### src/rtl/alu_pkg.sv
// Shared constants for the arithmetic datapath: operand width and op-select encodings.
package alu_pkg;

  localparam int ALU_WIDTH = 32;

  localparam logic OP_ADD = 1'b0;
  localparam logic OP_SUB = 1'b1;

endpackage

### src/rtl/full_adder.sv
// Single-bit full adder cell; chained to form the ripple-carry adder.
module full_adder (
  input  logic a,
  input  logic b,
  input  logic cin,
  output logic s,
  output logic cout
);

  assign s    = a ^ b ^ cin;
  assign cout = (a & b) | (a & cin) | (b & cin);

endmodule

### src/rtl/adder_subtractor_32x32.sv
// Two's-complement ripple-carry adder/subtractor with one registered output stage and status flags.
module adder_subtractor_32x32
  import alu_pkg::*;
#(
  parameter int WIDTH = ALU_WIDTH
) (
  input  logic                    clk,
  input  logic                    rst,
  input  logic                    in_valid,
  input  logic signed [WIDTH-1:0] A,
  input  logic signed [WIDTH-1:0] B,
  input  logic                    sel,
  output logic signed [WIDTH-1:0] S,
  output logic                    cout,
  output logic                    ovf,
  output logic                    zero,
  output logic                    neg,
  output logic                    out_valid
);

  function automatic logic is_zero(input logic [WIDTH-1:0] v);
    return (v == '0);
  endfunction

  // Signed overflow: carry into the sign bit disagrees with carry out of it.
  function automatic logic signed_ovf(input logic c_into_msb, input logic c_out_msb);
    return c_into_msb ^ c_out_msb;
  endfunction

  logic             w_sub;
  logic [WIDTH-1:0] w_bmod;
  logic [WIDTH-1:0] w_sum;
  logic [WIDTH:0]   w_carry;

  assign w_sub      = (sel == OP_SUB);
  assign w_bmod     = B ^ {WIDTH{w_sub}};
  assign w_carry[0] = w_sub;

  for (genvar i = 0; i < WIDTH; i++) begin : g_fa
    full_adder u_fa (
      .a    (A[i]),
      .b    (w_bmod[i]),
      .cin  (w_carry[i]),
      .s    (w_sum[i]),
      .cout (w_carry[i+1])
    );
  end

  logic signed [WIDTH-1:0] r_sum_p1;
  logic                    r_cout_p1;
  logic                    r_ovf_p1;
  logic                    r_zero_p1;
  logic                    r_neg_p1;
  logic                    r_vld_p1;

  // Stage p0 -> p1: capture result and flags on a valid edge, hold otherwise.
  always_ff @(posedge clk or posedge rst) begin
    if (rst) begin
      r_sum_p1  <= '0;
      r_cout_p1 <= 1'b0;
      r_ovf_p1  <= 1'b0;
      r_zero_p1 <= 1'b0;
      r_neg_p1  <= 1'b0;
      r_vld_p1  <= 1'b0;
    end else begin
      r_vld_p1 <= in_valid;
      if (in_valid) begin
        r_sum_p1  <= w_sum;
        r_cout_p1 <= w_carry[WIDTH];
        r_ovf_p1  <= signed_ovf(w_carry[WIDTH-1], w_carry[WIDTH]);
        r_zero_p1 <= is_zero(w_sum);
        r_neg_p1  <= w_sum[WIDTH-1];
      end
    end
  end

  assign S         = r_sum_p1;
  assign cout      = r_cout_p1;
  assign ovf       = r_ovf_p1;
  assign zero      = r_zero_p1;
  assign neg       = r_neg_p1;
  assign out_valid = r_vld_p1;

endmodule

### config.mk
export PLATFORM = sky130hd
export DESIGN_NAME = adder_subtractor_32x32
export DESIGN_NICKNAME = d
export VERILOG_FILES = /design/src/rtl/alu_pkg.sv /design/src/rtl/full_adder.sv /design/src/rtl/adder_subtractor_32x32.sv
export SDC_FILE = /design/constraint.sdc
export NUM_CORES = 1
export LEC_CHECK = 0
export ABC_AREA = 1
export BUFFER_PORTS_ARGS = -buffer_cell sky130_fd_sc_hd__buf_2
export CORE_MARGIN = 2
export CORE_UTILIZATION = 25
export DETAILED_ROUTE_END_ITERATION = 8
export MAX_ROUTING_LAYER = met4
export PLACE_DENSITY_LB_ADDON = 0.1
export RECOVER_POWER = 100
export REMOVE_ABC_BUFFERS = 1
export SLEW_MARGIN = 20
export SYNTH_ARGS = -nofsm -noshare
export SYNTH_HDL_FRONTEND = slang
export SYNTH_SLANG_ARGS = --single-unit
### constraint.sdc
create_clock -name clk -period 2.7 [get_ports clk]
set_input_delay 0.675 -clock clk [delete_from_list [all_inputs] [get_ports clk]]
set_output_delay 0.675 -clock clk [all_outputs]
set_load 0.005 [all_outputs]
==> impl.org <==
** Critical path
- Startpoint types :: primary input
- Crit path kind :: in -> reg
- Measured in cells, the most critical reg-to-reg path has a length of 2.
- Arrival @ worst endpoint :: 12.90 ns
- STA puts the critical path data required time at 2.93 ns.
- On the critical path, the stage with the largest delay is an instance of sky130_fd_sc_hd__fa_1.
- Most frequent cell on the critical path :: sky130_fd_sc_hd__fa_2
- Of all nets on the critical path, the largest fanout is 3.
- The largest single stage delay on the critical path is between 0.4 and 0.5 ns.
- Capturing element type of the critical path :: flop

** Clock tree
- Number of buffers inserted during clock tree synthesis :: 5
- After clock tree synthesis, the clock-pin slew on the worst setup and hold paths is ~0.08 ns.
- CTS Root Cell :: sky130_fd_sc_hd__clkbuf_8
- TritonCTS clock tree :: done
- Maximum clock path buffer count :: 2
- Hold buffer count at CTS :: 0
- The later pin in the worst-skew pair is clocked with a latency of 0.28 ns.
- Clock tree synthesis found a total of 36 sinks.
- Number of H-tree levels :: 2

** Die
- The floorplan step set the die width to approximately 110 um.
- Pin placement for this block handled around 110 I/O pins.
- Measured along the y axis, the die boundary spans between 100 and 150 um.
- Total core area :: 10200 um^2
- The initialized floorplan defines 37 standard-cell rows.
- The initial utilization of the core area, before any placement, comes to 0.255.
- The die covers 11200 um^2.

** Yosys
- The cell count after synthesis came out at 266.
- Cell Area, Synth :: between 2000 and 3000 um^2
- Register area share after synthesis :: 0.347
- Portion of netlist area occupied by mux cells :: 0
- Of the total synthesized cell area, the portion taken by full adders, half adders and majority gates is 0.239.
- Post-synthesis share of cell area spent on and, or, nand and nor gates :: 0.121
- Synth Area per Inst :: 9.77 um^2
- Largest family of logic cells by synthesized area :: adder cells
- Flop and latch count out of synthesis :: 36
- Number of distinct library cells after synthesis :: 18
- The compound-gate portion of the synthesized area came to 0.0838.
- Yosys Warn Count :: 0
- Post-synthesis share of cell area spent on xor and xnor gates :: 0.108

** Detailed routing
- After detailed routing, the average wire length per cell comes to 12.8 um.
- The detail route stage leaves a number of antenna-violating nets equal to 0.
- Drt total wl :: 6800 um
- Detailed-route vias per instance :: 3.95
- Count of vias placed by the detailed router :: 2099
- Number of detailed-route iterations in the first pass :: 4
- Violation count after the first detailed-routing iteration :: 48
- Total DRC errors in the routed layout :: 0

** Global route
- Vias in the first global route :: 2162
- Total congestion overflow after global routing :: 0
- Number of antenna violations at the first check in global routing :: 0
- Global-route wire length before repair :: 11000 um
- Entering global routing, the biggest net connects 46 pins.
- Across every metal layer, demand over resource in global routing totals 0.132.

** Hold path
- Worst min-delay path class :: reg -> reg
- Worst Hold Path Cells :: 2

** Timing
- Setup violations remaining at the end of the flow were counted as 30.
- Final critical-path required period :: about 13 ns
- Final Hold Violating Endpoints :: 0
- Transition time at the pin with the least slew margin :: around 1.4 ns
- In the finished design, the share of the clock period the worst path needs comes to 4.69.
- Clock skew after layout :: 0 ns
- RSZ-0062 raised after global routing :: true
- Derived from the worst setup path, the maximum achievable clock frequency is 78.9 MHz.
- Max_slew headroom :: 0.0391
- Number of max-slew violations in the final report :: 0
- Once routing completed, OpenROAD measured the worst setup slack at -9.97 ns.

** Placement
- Dpl cell area :: around 3400 um^2
- Gpl congestion :: 0.826
- Detailed Place HPWL :: approximately 5400 um
- Buffers on Ports :: 104
- Pre-CTS WS :: -12.13 ns

** Cells and area
- Registers take 901 um^2.
- Area growth, synth to finish :: 42.5%
- Counting the fill cells in the layout gives 1106.
- Most common cell after layout, fill and taps aside :: sky130_fd_sc_hd__buf_2
- N_diodes :: 0
- Net total in the final layout :: 494
- Summing all multi-input logic gate instances after layout gives 1550 um^2.
- Final design area excluding fillers :: about 3700 um^2
- In the layout the commonest cells are 85 x sky130_fd_sc_hd__buf_2, 70 x sky130_fd_sc_hd__nand2_1, 36 x sky130_fd_sc_hd__dfrtp_1, 32 x sky130_fd_sc_hd__inv_1, 30 x sky130_fd_sc_hd__fa_2.
- Share of final-layout standard cells stronger than drive strength 1 :: 0.465

** Outcome
- The final reports fail on setup timing.
- The run finished, with violations left.

** Job
- Max-capacitance violation count :: 0

** Power
- For this design the ratio of total power to cell area is slightly below 600 nW/um^2.
- VDD sags by at most 0.000172 V.
- Summed over all cells, the static leakage comes to 1.77 nW.
-- worst paths after layout --
check | endpoint | slack (ns) | from
min | S[28] | 0.48 | S[28]
max reg2reg | S[26] | 2.02 | S[26]
min in group asynchronous | S[28] | 0.81 | rst
max in group asynchronous | cout | 1.05 | rst
min reg2reg | S[28] | 0.48 | S[28]
max | zero | -9.97 | B[0]
-- layout make-up --
cell class | count | share of cell area
Timing Repair Buffer | 134 | 0.225
Clock buffer | 6 | 0.0223
Sequential cell | 36 | 0.243
Clock inverter | 2 | 0.00270
Tap cell | 136 | 0.0460
Multi-Input combinational cell | 180 | 0.420
Inverter | 38 | 0.0412
-- per-stage QoR --
step	utilization	total power [mW]	TNS [ns]	cells	hold slack (ns)
finish	0.364	2.14	-161.24	532	0.480
global route	0.364	2.34	-169.52	532	0.507
CTS	0.359	2.16	-162.68	528	0.485
detailed placement	0.330	1.62	-204.97	518	0.469
global placement	0.330	1.62	-202.31	518	0.462
floorplan	-	1.18	-186.87	254	0.465
-- report_power, final --
part,switching (mW),internal [mW]
Combinational,0.446,0.551
Sequential,0.0699,0.663
Clock,0.208,0.204
-- state kept, by name, summed over array words and instances (netlist names) --
register and count:
S 32, cout 1, out_valid 1, ovf 1, zero 1
-- timing repair --
item,4_1_cts,5_1_grt
resized for setup,65,15
pin swaps,13,11
endpoints found under the setup margin,30,30
setup buffers,2,11
-- layer usage --
layer,routed length (um),track usage
met1,3040,0.170
met2,3360,0.216
met3,337,0.0270
met4,71,0.0310
met5,0,-
-- kinds of logic (layout without fill, tap and decap cells) --
group                    count (synthesis)  count (layout)
buffers and inverters                   50             180
AND/OR/NAND/NOR                         83              83
XOR/XNOR                                32              32
adder cells (fa/ha/maj)                 31              31
AO/OA/AOI/OAI                           34              34
flip-flops                              36              36
-- worst max-delay path: cells and delay by family --
| kind | cells | cell delay (ns) |
|---|---|---|
| AO/OA/AOI/OAI | 1 | 0.06 |
| adder cells (fa/ha/maj) | 31 | 11.39 |
| AND/OR/NAND/NOR | 7 | 0.43 |
| buffers and inverters | 5 | 0.33 |
-- Yosys cell counts --
cell                      number  area, um^2
sky130_fd_sc_hd__buf_2         2        10.0
sky130_fd_sc_hd__inv_4         1        6.26
sky130_fd_sc_hd__xor2_1        4        35.0
sky130_fd_sc_hd__inv_1        36         135
sky130_fd_sc_hd__inv_2         1        3.75
sky130_fd_sc_hd__o21ai_0       2        10.0
sky130_fd_sc_hd__o21ai_1      19        95.1
sky130_fd_sc_hd__nand2_1      71         267
sky130_fd_sc_hd__fa_1         31         621
sky130_fd_sc_hd__buf_4         1        7.51
sky130_fd_sc_hd__o21ai_2      12         105
sky130_fd_sc_hd__nand3_1       1        5.00
sky130_fd_sc_hd__nand2_2       1        6.26
sky130_fd_sc_hd__xnor2_1      28         245
sky130_fd_sc_hd__buf_6         9         101
sky130_fd_sc_hd__nor2_1       10        37.5
sky130_fd_sc_hd__o21a_1        1        7.51
sky130_fd_sc_hd__dfrtp_1      36         901
No activity file was read; power rests on OpenSTA's default activity.
